## src/rtl/wb_arbiter.sv

```systemverilog
// rtl/wb_arbiter.sv - three-source writeback arbiter onto two register-file write ports
// Keeps age order through an in-order overflow FIFO and exports a busy vector.
module wb_arbiter #(
    parameter int DEPTH  = 4,
    parameter int ADDR_W = 5,
    parameter int DATA_W = 32
) (
    input  logic              clk,
    input  logic              rst,
    input  logic              s0_valid,
    input  logic              s1_valid,
    input  logic              s2_valid,
    output logic              s0_ready,
    output logic              s1_ready,
    output logic              s2_ready,
    input  logic [ADDR_W-1:0] s0_addr,
    input  logic [ADDR_W-1:0] s1_addr,
    input  logic [ADDR_W-1:0] s2_addr,
    input  logic [DATA_W-1:0] s0_data,
    input  logic [DATA_W-1:0] s1_data,
    input  logic [DATA_W-1:0] s2_data,
    output logic              we1,
    output logic              we2,
    output logic [ADDR_W-1:0] waddr1,
    output logic [ADDR_W-1:0] waddr2,
    output logic [DATA_W-1:0] wdata1,
    output logic [DATA_W-1:0] wdata2,
    output logic [31:0]       busy,
    output logic [3:0]        count
);
    // Ordered view: FIFO entries first, then this cycle's arrivals; at most DEPTH live slots.
    localparam int SEQ_N = DEPTH + 2;

    logic [ADDR_W-1:0] r_fifo_addr [DEPTH];
    logic [DATA_W-1:0] r_fifo_data [DEPTH];
    logic [3:0]        r_count;
    logic              r_we1;
    logic              r_we2;
    logic [ADDR_W-1:0] r_waddr1;
    logic [ADDR_W-1:0] r_waddr2;
    logic [DATA_W-1:0] r_wdata1;
    logic [DATA_W-1:0] r_wdata2;

    logic              w_ready;
    logic [2:0]        w_take;
    logic [ADDR_W-1:0] w_src_addr [3];
    logic [DATA_W-1:0] w_src_data [3];
    logic [3:0]        w_pos [3];
    logic [3:0]        w_n;
    logic [1:0]        w_k;
    logic [ADDR_W-1:0] w_seq_addr [SEQ_N];
    logic [DATA_W-1:0] w_seq_data [SEQ_N];
    logic [31:0]       w_busy;

    assign w_src_addr[0] = s0_addr;
    assign w_src_addr[1] = s1_addr;
    assign w_src_addr[2] = s2_addr;
    assign w_src_data[0] = s0_data;
    assign w_src_data[1] = s1_data;
    assign w_src_data[2] = s2_data;

    assign w_ready  = rst && (r_count <= 4'(DEPTH - 3));
    assign s0_ready = w_ready;
    assign s1_ready = w_ready;
    assign s2_ready = w_ready;

    // Writes to x0 are accepted but never take a slot.
    assign w_take[0] = s0_valid && w_ready && (s0_addr != '0);
    assign w_take[1] = s1_valid && w_ready && (s1_addr != '0);
    assign w_take[2] = s2_valid && w_ready && (s2_addr != '0);

    assign w_pos[0] = r_count;
    assign w_pos[1] = w_pos[0] + {3'b000, w_take[0]};
    assign w_pos[2] = w_pos[1] + {3'b000, w_take[1]};
    assign w_n      = w_pos[2] + {3'b000, w_take[2]};

    always_comb begin
        for (int j = 0; j < SEQ_N; j++) begin
            w_seq_addr[j] = '0;
            w_seq_data[j] = '0;
        end
        for (int j = 0; j < DEPTH; j++) begin
            if (4'(j) < r_count) begin
                w_seq_addr[j] = r_fifo_addr[j];
                w_seq_data[j] = r_fifo_data[j];
            end
        end
        for (int j = 0; j < SEQ_N; j++) begin
            for (int s = 0; s < 3; s++) begin
                if (w_take[s] && (w_pos[s] == 4'(j))) begin
                    w_seq_addr[j] = w_src_addr[s];
                    w_seq_data[j] = w_src_data[s];
                end
            end
        end
    end

    // Same-address pair: hold back the younger one so WAW order survives.
    always_comb begin
        w_k = 2'd0;
        if (w_n == 4'd1) begin
            w_k = 2'd1;
        end else if (w_n >= 4'd2) begin
            w_k = (w_seq_addr[0] != w_seq_addr[1]) ? 2'd2 : 2'd1;
        end
    end

    always_ff @(posedge clk) begin
        if (!rst) begin
            r_count  <= '0;
            r_we1    <= 1'b0;
            r_we2    <= 1'b0;
            r_waddr1 <= '0;
            r_waddr2 <= '0;
            r_wdata1 <= '0;
            r_wdata2 <= '0;
            for (int j = 0; j < DEPTH; j++) begin
                r_fifo_addr[j] <= '0;
                r_fifo_data[j] <= '0;
            end
        end else begin
            r_we1    <= (w_k != 2'd0);
            r_waddr1 <= (w_k != 2'd0) ? w_seq_addr[0] : '0;
            r_wdata1 <= (w_k != 2'd0) ? w_seq_data[0] : '0;
            r_we2    <= (w_k == 2'd2);
            r_waddr2 <= (w_k == 2'd2) ? w_seq_addr[1] : '0;
            r_wdata2 <= (w_k == 2'd2) ? w_seq_data[1] : '0;
            r_count  <= w_n - {2'b00, w_k};
            for (int j = 0; j < DEPTH; j++) begin
                case (w_k)
                    2'd0: begin
                        r_fifo_addr[j] <= w_seq_addr[j];
                        r_fifo_data[j] <= w_seq_data[j];
                    end
                    2'd1: begin
                        r_fifo_addr[j] <= w_seq_addr[j+1];
                        r_fifo_data[j] <= w_seq_data[j+1];
                    end
                    default: begin
                        r_fifo_addr[j] <= w_seq_addr[j+2];
                        r_fifo_data[j] <= w_seq_data[j+2];
                    end
                endcase
            end
        end
    end

    always_comb begin
        w_busy = '0;
        for (int j = 0; j < DEPTH; j++) begin
            if (4'(j) < r_count) begin
                w_busy = w_busy | (32'd1 << r_fifo_addr[j]);
            end
        end
        if (r_we1) begin
            w_busy = w_busy | (32'd1 << r_waddr1);
        end
        if (r_we2) begin
            w_busy = w_busy | (32'd1 << r_waddr2);
        end
    end

    assign we1    = r_we1;
    assign we2    = r_we2;
    assign waddr1 = r_waddr1;
    assign waddr2 = r_waddr2;
    assign wdata1 = r_wdata1;
    assign wdata2 = r_wdata2;
    assign busy   = w_busy;
    assign count  = r_count;
endmodule

```

## config.mk

```make
export PLATFORM = sky130hd
export DESIGN_NAME = wb_arbiter
export DESIGN_NICKNAME = d
export VERILOG_FILES = /design/src/rtl/wb_arbiter.sv
export SDC_FILE = /design/constraint.sdc
export NUM_CORES = 1
export LEC_CHECK = 0
export CORE_MARGIN = 2
export CORE_UTILIZATION = 45
export CTS_CLUSTER_SIZE = 25
export DETAILED_ROUTE_END_ITERATION = 6
export PLACE_DENSITY = 0.69
export SLEW_MARGIN = 30
export SYNTH_ARGS = -nofsm -noshare
export SYNTH_HDL_FRONTEND = slang
export SYNTH_SLANG_ARGS = --single-unit
```

## constraint.sdc

```tcl
create_clock -name clk -period 6.2 [get_ports clk]
set_input_delay 1.55 -clock clk [delete_from_list [all_inputs] [get_ports clk]]
set_output_delay 1.55 -clock clk [all_outputs]
set_load 0.03 [all_outputs]
```

==> summary.txt, run 1 <==
Synth
  • Area contributors post-synth: edfxtp_1 25%, dfxtp_1 8.9%, mux2_2 7.1%
  • Area of the mapped netlist: 0.01805 mm2
  • Library cells used by synthesis: 75
  • Synth Flop Type: edfxtp_1
  • Synth area leader: edfxtp_1
  • Post-Syn Instances: 2082
  • Top cells by count, synth: 188 x nand2_1, 153 x clkbuf_1, 148 x edfxtp_1
  • Share of the synthesized area in the top cell type: 0.2462
  • Synth warnings: 0
  • Number of flops mapped to enable cells by yosys: 148
  • Share of flip-flops with an asynchronous set or reset: 0
  • Most instantiated library cell after synthesis: nand2_1
  • Yosys reg bits: 228
  • Mapped Avg Cell Area: 8.670 um2
  • Register area share after synthesis: 0.3349

Global route
  • First-pass GRT wire length: 109000 um
  • GRT Total Usage: 0.3321
  • Vias in the first global route: 18910
  • Largest net degree at the start of global routing: 75
  • Overflow after GRT: 0
  • Initial antenna violation count: 0

Floorplan
  • Die Area: 0.04173 mm2
  • IO Count: 231
  • FP Rows: 73
  • DIE WIDTH: 204.3 um
  • Starting Density: 0.4554
  • Die Y-Extent: 204.3 um
  • Core region area: 0.03964 mm2

Timing
  • Final worst setup slack: 416.5 ps
  • Fmax: 172.9 MHz
  • Setup violations, final: 0
  • Slew @ Worst Pin: 959.5 ps
  • Fin Hold WS: 849.6 ps
  • Fin Clk Skew: 6.523 ps
  • Relative slew margins: 0.3604
  • Fin. max-slew vios: 0
  • RSZ-0062 raised after global routing: false
  • Tmin final: 5783 ps
  • Fin. Hold Viols: 0
  • Period Utilization, post-route: 0.9328

Final layout
  • Fraction of layout cells with a size suffix above 1: 0.1351
  • Post-Layout Cell Count: 2931
  • Final net count: 2509
  • Inserted Diodes: 0
  • Synth-to-Final Area Change: 26.30%

Clocking
  • Num Clock Sinks: 228
  • Worst-path clk slew: 60 ps
  • TritonCTS clock tree: yes
  • Post-CTS setup buffers: 0
  • CTS HTree Levels: 1
  • Clk buf depth: 3
  • Hold_buf cts: 0
  • Worst-skew pair later-pin latency: 560 ps
  • Clock root cell: clkbuf_16
  • CTS Buf Count: 28
  • Cts repair resizes: 0

Routing
  • Vias after detailed routing: 19300
  • Mean number of vias per cell: 6.583
  • First drt pass iteration count: 6
  • Wirelength, routed: 71460 um
  • Drc violations: 0
  • DR iter-0 viols: 2485
  • Post-DRT Antenna Nets: 0
  • DR WL/cell: 24.38 um

Critical path
  • CP Class: in -> reg
  • Critical path data arrival time: 6210 ps
  • Crit start category: input port
  • Reg-to-reg setup timing slack: 1420 ps
  • Worst-case reg-to-reg path depth: 19
  • Critical path capture point type: flip-flop
  • Reg-to-reg endpoint: count[2]$_SDFF_PN0_
  • FF-to-FF Start: count[2]$_SDFF_PN0_
  • Critical Path RT: 6620 ps
  • Worst-path maximum fanout: 6

Placed design
  • DP Wirelength: 46540 um
  • Inst Count DP: 2879
  • Gpl congestion: 0.9759
  • Pre-CTS setup slack: -96.66 ps
  • Port bufs: 230

Power and ir drop
  • Max VDD drop: 0.5439 mV
  • Reg power frac: 0.197
  • Clk pwr share: 0.130
  • Static Leak: 8.372 nW
  • PwrDens: 565.3 mW/mm2
  • Comb pwr share: 0.673
  • Switch share: 0.5032
  • Psw: 6.484 mW
  • Pint: 6.403 mW

Worst hold path
  • Hold Crit Start: r_fifo_data[0][23]$_SDFFCE_PN0P_
  • Hold Crit Depth: 4
  • Hold EP: wdata1[23]$_SDFF_PN0_
  • HP Class: reg -> reg

Run status
  • Status: completed

Job
  • Max_cap viols: 0
-- placed cells by master, fill, tap and decap left out, types with 32 or more instances in the layout --
cell and count:
a32o_1 32, nand4_1 36, o22ai_1 53, nand3_1 83, dfxtp_1 80, conb_1 148
a22oi_1 114, nand2_1 186, o211ai_1 73, o21ai_1 37, clkdlybuf4s50_1 229, a21oi_1 85
mux2_2 114, mux2i_1 78, a2bb2oi_1 33, edfxtp_1 148, o21ai_0 122, buf_4 96
nor3_1 47, nor2b_1 79, nor2_1 122, or4_1 34, a22o_1 74
-- registers in the layout (all words and copies together) (netlist names) --
name,flops
r_fifo_data,128
wdata1,32
wdata2,32
r_fifo_addr,20
waddr1,5
waddr2,5
count,4
we1,1
we2,1
-- metrics by stage --
stage	total power [mW]	util	TNS (ps)	area (um2)
6_report	12.89	0.5751	0	22800
5_1_grt	13.47	0.5751	0	22800
4_1_cts	12.69	0.5751	0	22800
3_5_place_dp	10.97	0.5517	-1607	21870
3_3_place_gp	10.83	0.5517	-111.6	21870
2_1_floorplan	7.995	-	0	18670
-- metal layers --
metal,GRT usage,routed length [um],vias to the layer above
li1,-,-,8539
met1,0.4494,29040,9294
met2,0.5249,32290,1278
met3,0.06107,7827,184
met4,0.1289,2305,0
met5,0,0,-
-- area by class of cell --
type,instances,area [um2]
Clock inverter,8,63.81
Fill cell,3552,16840
Multi-Input combinational cell,1772,11800
Sequential cell,228,6046
Inverter,13,48.80
Timing Repair Buffer,341,3318
Tap cell,525,656.9
Clock buffer,44,863.3
-- worst max-delay path by stage --
stage / end / slack (ps) / from
6_report: count[2]$_SDFF_PN0_ / 420 / s0_addr[1]
5_1_grt: count[2]$_SDFF_PN0_ / 110 / s0_addr[1]
4_1_cts: count[2]$_SDFF_PN0_ / 460 / s0_addr[1]
3_5_place_dp: count[2]$_SDFF_PN0_ / -100 / s0_addr[1]
3_3_place_gp: count[2]$_SDFF_PN0_ / -110 / s0_addr[1]
2_1_floorplan: count[2]$_SDFF_PN0_ / 10 / s0_addr[1]
-- power groups by stage --
| stage | sequential, mW | clock [mW] | combinational, mW |
|---|---|---|---|
| after floorplan | 2.76 | 0 | 5.23 |
| after global placement | 2.55 | 0 | 8.28 |
| after detailed placement | 2.55 | 0 | 8.42 |
| after CTS | 2.53 | 1.70 | 8.46 |
| after global routing | 2.58 | 1.75 | 9.15 |
| final | 2.54 | 1.68 | 8.67 |
-- critical path, cell delays in order --
cell and delay, ps:
clkdlybuf4s50_1 450, nor4_2 340, nand2_1 110, and3_1 200, ha_2 190, ha_4 160
nor3_2 160, a41oi_2 60, or4b_2 780, mux2_2 360, mux2i_4 170, xnor2_1 200
nand3_4 130, o21ai_4 160, and2_1 140, ha_1 130, inv_1 60, fa_1 440
xor2_1 180, xnor2_1 150, nor2_1 50
-- cells by family (layout without fill, tap and decap cells) --
logic type / Yosys count / count (layout) / share of synthesized area
simple gates: 668 / 668 / 0.1836
buf+inv: 229 / 406 / 0.05393
mux: 225 / 225 / 0.1385
compound gates: 708 / 708 / 0.2746
xor+xnor: 14 / 14 / 0.007555
flops: 228 / 228 / 0.3349
fa+ha+maj: 9 / 9 / 0.006654
other cells: 1 / 148 / 0.0002077
No activity file was read; power rests on OpenSTA's default activity.
==> run 2: changes to the inputs <==
--- a/config.mk
+++ b/config.mk
@@ -5,7 +5,6 @@
 export SDC_FILE = /design/constraint.sdc
 export NUM_CORES = 1
 export LEC_CHECK = 0
-export CORE_MARGIN = 2
 export CORE_UTILIZATION = 45
 export CTS_CLUSTER_SIZE = 25
 export DETAILED_ROUTE_END_ITERATION = 6
==> summary.txt, run 2 (same netlist as run 1, synthesis figures left out) <==
Run status
  • Status: finished, violations left
  • Failing checks: design-rule violations

Critical path
  • Cell mode on critical path: xor2_1
  • CP peak stage delay: 810 ps
  • Delay-heaviest family, CP: simple AND/OR/NAND/NOR gates
  • Critical Path Stages: 21
  • Critical Path RT: 6640 ps
  • Critical path capture point type: flip-flop
  • FF-to-FF Start: count[2]$_SDFF_PN0_
  • Critical Path, Cell by Cell: clkdlybuf4s50_1, nor4_2, nand2_1, and3_1, ha_2, ha_4, nor3_2, a41oi_2, or4b_2, mux2_2, mux2i_4, xor2_1, or2_4, o21ai_4, and2_1, ha_1, inv_1, fa_1, xor2_1, xnor2_1, nor2_1
  • Crit start category: input port
  • Crit path launch: s0_addr[1]
  • CP bufs+invs: 2
  • CP Class: in -> reg
  • Critical path data arrival time: 6280 ps
  • Worst-path maximum fanout: 7
  • Worst-case reg-to-reg path depth: 19
  • Critical path's slowest cell: or4b_2

Routing
  • First drt pass iteration count: 7
  • DR WL/cell: 24.04 um
  • Mean number of vias per cell: 6.573
  • DR iter-0 viols: 2258
  • Wirelength, routed: 70450 um
  • Drc violations: 4
  • Vias after detailed routing: 19270
  • Post-DRT Antenna Nets: 0

Timing
  • Fin Hold WS: 836.1 ps
  • Fin. max-slew vios: 0
  • TNS Setup: 0 ps
  • Relative slew margins: 0.3346
  • Fin Clk Skew: 15.68 ps
  • Fmax: 171.3 MHz
  • Slew @ Worst Pin: 998.0 ps
  • Setup violations, final: 0
  • Period Utilization, post-route: 0.9414
  • Fin. Hold Viols: 0
  • Tmin final: 5837 ps
  • RSZ-0062 raised after global routing: false

Global route
  • Initial antenna violation count: 0
  • GRT Total Usage: 0.3360
  • Vias in the first global route: 18970
  • First-pass GRT wire length: 109400 um
  • Overflow after GRT: 0
  • Largest net degree at the start of global routing: 75

Power and ir drop
  • PwrDens: 561.6 mW/mm2
  • Static Leak: 8.335 nW
  • Max VDD drop: 0.3688 mV

Final layout
  • Fraction of layout cells with a size suffix above 1: 0.1338
  • Filler cells: 3571
  • Commonest non-fill, non-tap cells in the layout: 229 x clkdlybuf4s50_1, 186 x nand2_1, 148 x edfxtp_1, 148 x conb_1
  • Final net count: 2509
  • Biggest register: r_fifo_data
  • Synth-to-Final Area Change: 26.00%
  • Max reg flops: 128
  • Post-route cell area: 0.02274 mm2
  • Commonest non-fill, non-tap cell in the layout: clkdlybuf4s50_1
  • Inserted Diodes: 0

Floorplan
  • Core region area: 0.03964 mm2
  • Die Y-Extent: 202.3 um
  • Starting Density: 0.4554
  • DIE WIDTH: 202.3 um
  • IO Count: 231
  • Die Area: 0.04092 mm2
  • FP Rows: 73

Clocking
  • TritonCTS clock tree: yes
  • Post-CTS setup buffers: 0
  • Cts repair resizes: 0
  • Worst-path clk slew: 60 ps
  • Clk buf depth: 3
  • Clock root cell: clkbuf_16
  • CTS Buf Count: 28
  • Num Clock Sinks: 228
  • CTS HTree Levels: 1
  • Worst-skew pair later-pin latency: 590 ps
  • Hold_buf cts: 0

Placed design
  • Port bufs: 230
  • DP Wirelength: 46640 um
  • Placed Instance Area: 0.02187 mm2
  • Gpl congestion: 0.9590

Job
  • Max_cap viols: 0

Worst hold path
  • HP Class: reg -> reg
  • Hold Crit Start: r_fifo_data[0][7]$_SDFFCE_PN0P_
  • Hold Crit Depth: 4
run 2: changes by cell type in the layout (fill, tap and decap cells not counted):
cell        previous run  this run
clkinv_8               0         1
clkbuf_8               6         3
clkinvlp_4             0         1
buf_8                  0         1
clkbuf_16             30        28
clkinv_1               1         4
buf_16                 0         1
buf_12                15        13
run 2: final timing paths:
check                               to  slack (ps)
setup / recovery   count[2]$_SDFF_PN0_         360
hold / removal    wdata1[7]$_SDFF_PN0_         840
setup reg to reg   count[2]$_SDFF_PN0_        1210
hold reg to reg   wdata1[7]$_SDFF_PN0_         840
run 2: worst register-to-register path, cell delays in order, from the launching register on:
cell and delay, ps:
dfxtp_1 490, nor4b_4 500, and3_1 230, ha_2 200, ha_4 140, buf_4 130, a41oi_2 120, or4b_2 810
mux2_2 370, mux2i_4 170, xor2_1 110, or2_4 280, o21ai_4 130, and2_1 150, ha_1 140, inv_1 60
fa_1 440, xor2_1 190, xnor2_1 130, nor2_1 60
run 2: per-stage QoR:
| stage | setup WS [ps] | utilization | cells | total power, mW |
|---|---|---|---|---|
| 2_1_floorplan | 14.99 | - | 2229 | 7.995 |
| 5_1_grt | 56.25 | 0.5738 | 2931 | 13.36 |
| 3_3_place_gp | -128.5 | 0.5507 | 2877 | 10.76 |
| 3_5_place_dp | -203.2 | 0.5518 | 2879 | 10.95 |
| 4_1_cts | 382.5 | 0.5738 | 2931 | 12.59 |
| 6_report | 363.2 | 0.5738 | 2931 | 12.77 |
run 2: final cells by class:
type                       instances  area [um2]  area share
tap                              525       656.9     0.02888
sequential                       228        6046      0.2658
clock inverter                    13       98.84    0.004346
multi-input combinational       1772       11800      0.5189
inverter                          13       48.80    0.002145
clock buffer                      39       772.0     0.03394
timing repair buffer             341        3321      0.1460
run 2: where the power goes:
part	leakage [nW]	total [mW]	internal, mW	switching [mW]
Combinational	5.73	8.60	3.19	5.42
Sequential	2.18	2.56	2.21	0.348
Clock	0.427	1.61	0.907	0.707
run 2: routing by layer:
layer | vias to the layer above | GRT usage | wire, um
met2 | 1247 | 0.5331 | 31980
met4 | 0 | 0.1284 | 2188
met5 | - | 0 | 0
li1 | 8539 | - | -
met1 | 9293 | 0.4595 | 28820
met3 | 186 | 0.05063 | 7461
==> run 3: changes to the inputs <==
--- a/config.mk
+++ b/config.mk
@@ -13,3 +13,4 @@
 export SYNTH_ARGS = -nofsm -noshare
 export SYNTH_HDL_FRONTEND = slang
 export SYNTH_SLANG_ARGS = --single-unit
+export TNS_END_PERCENT = 5
==> results of run 3 <==
No change in the layout: final DEF, timing and power equal those of run 2.
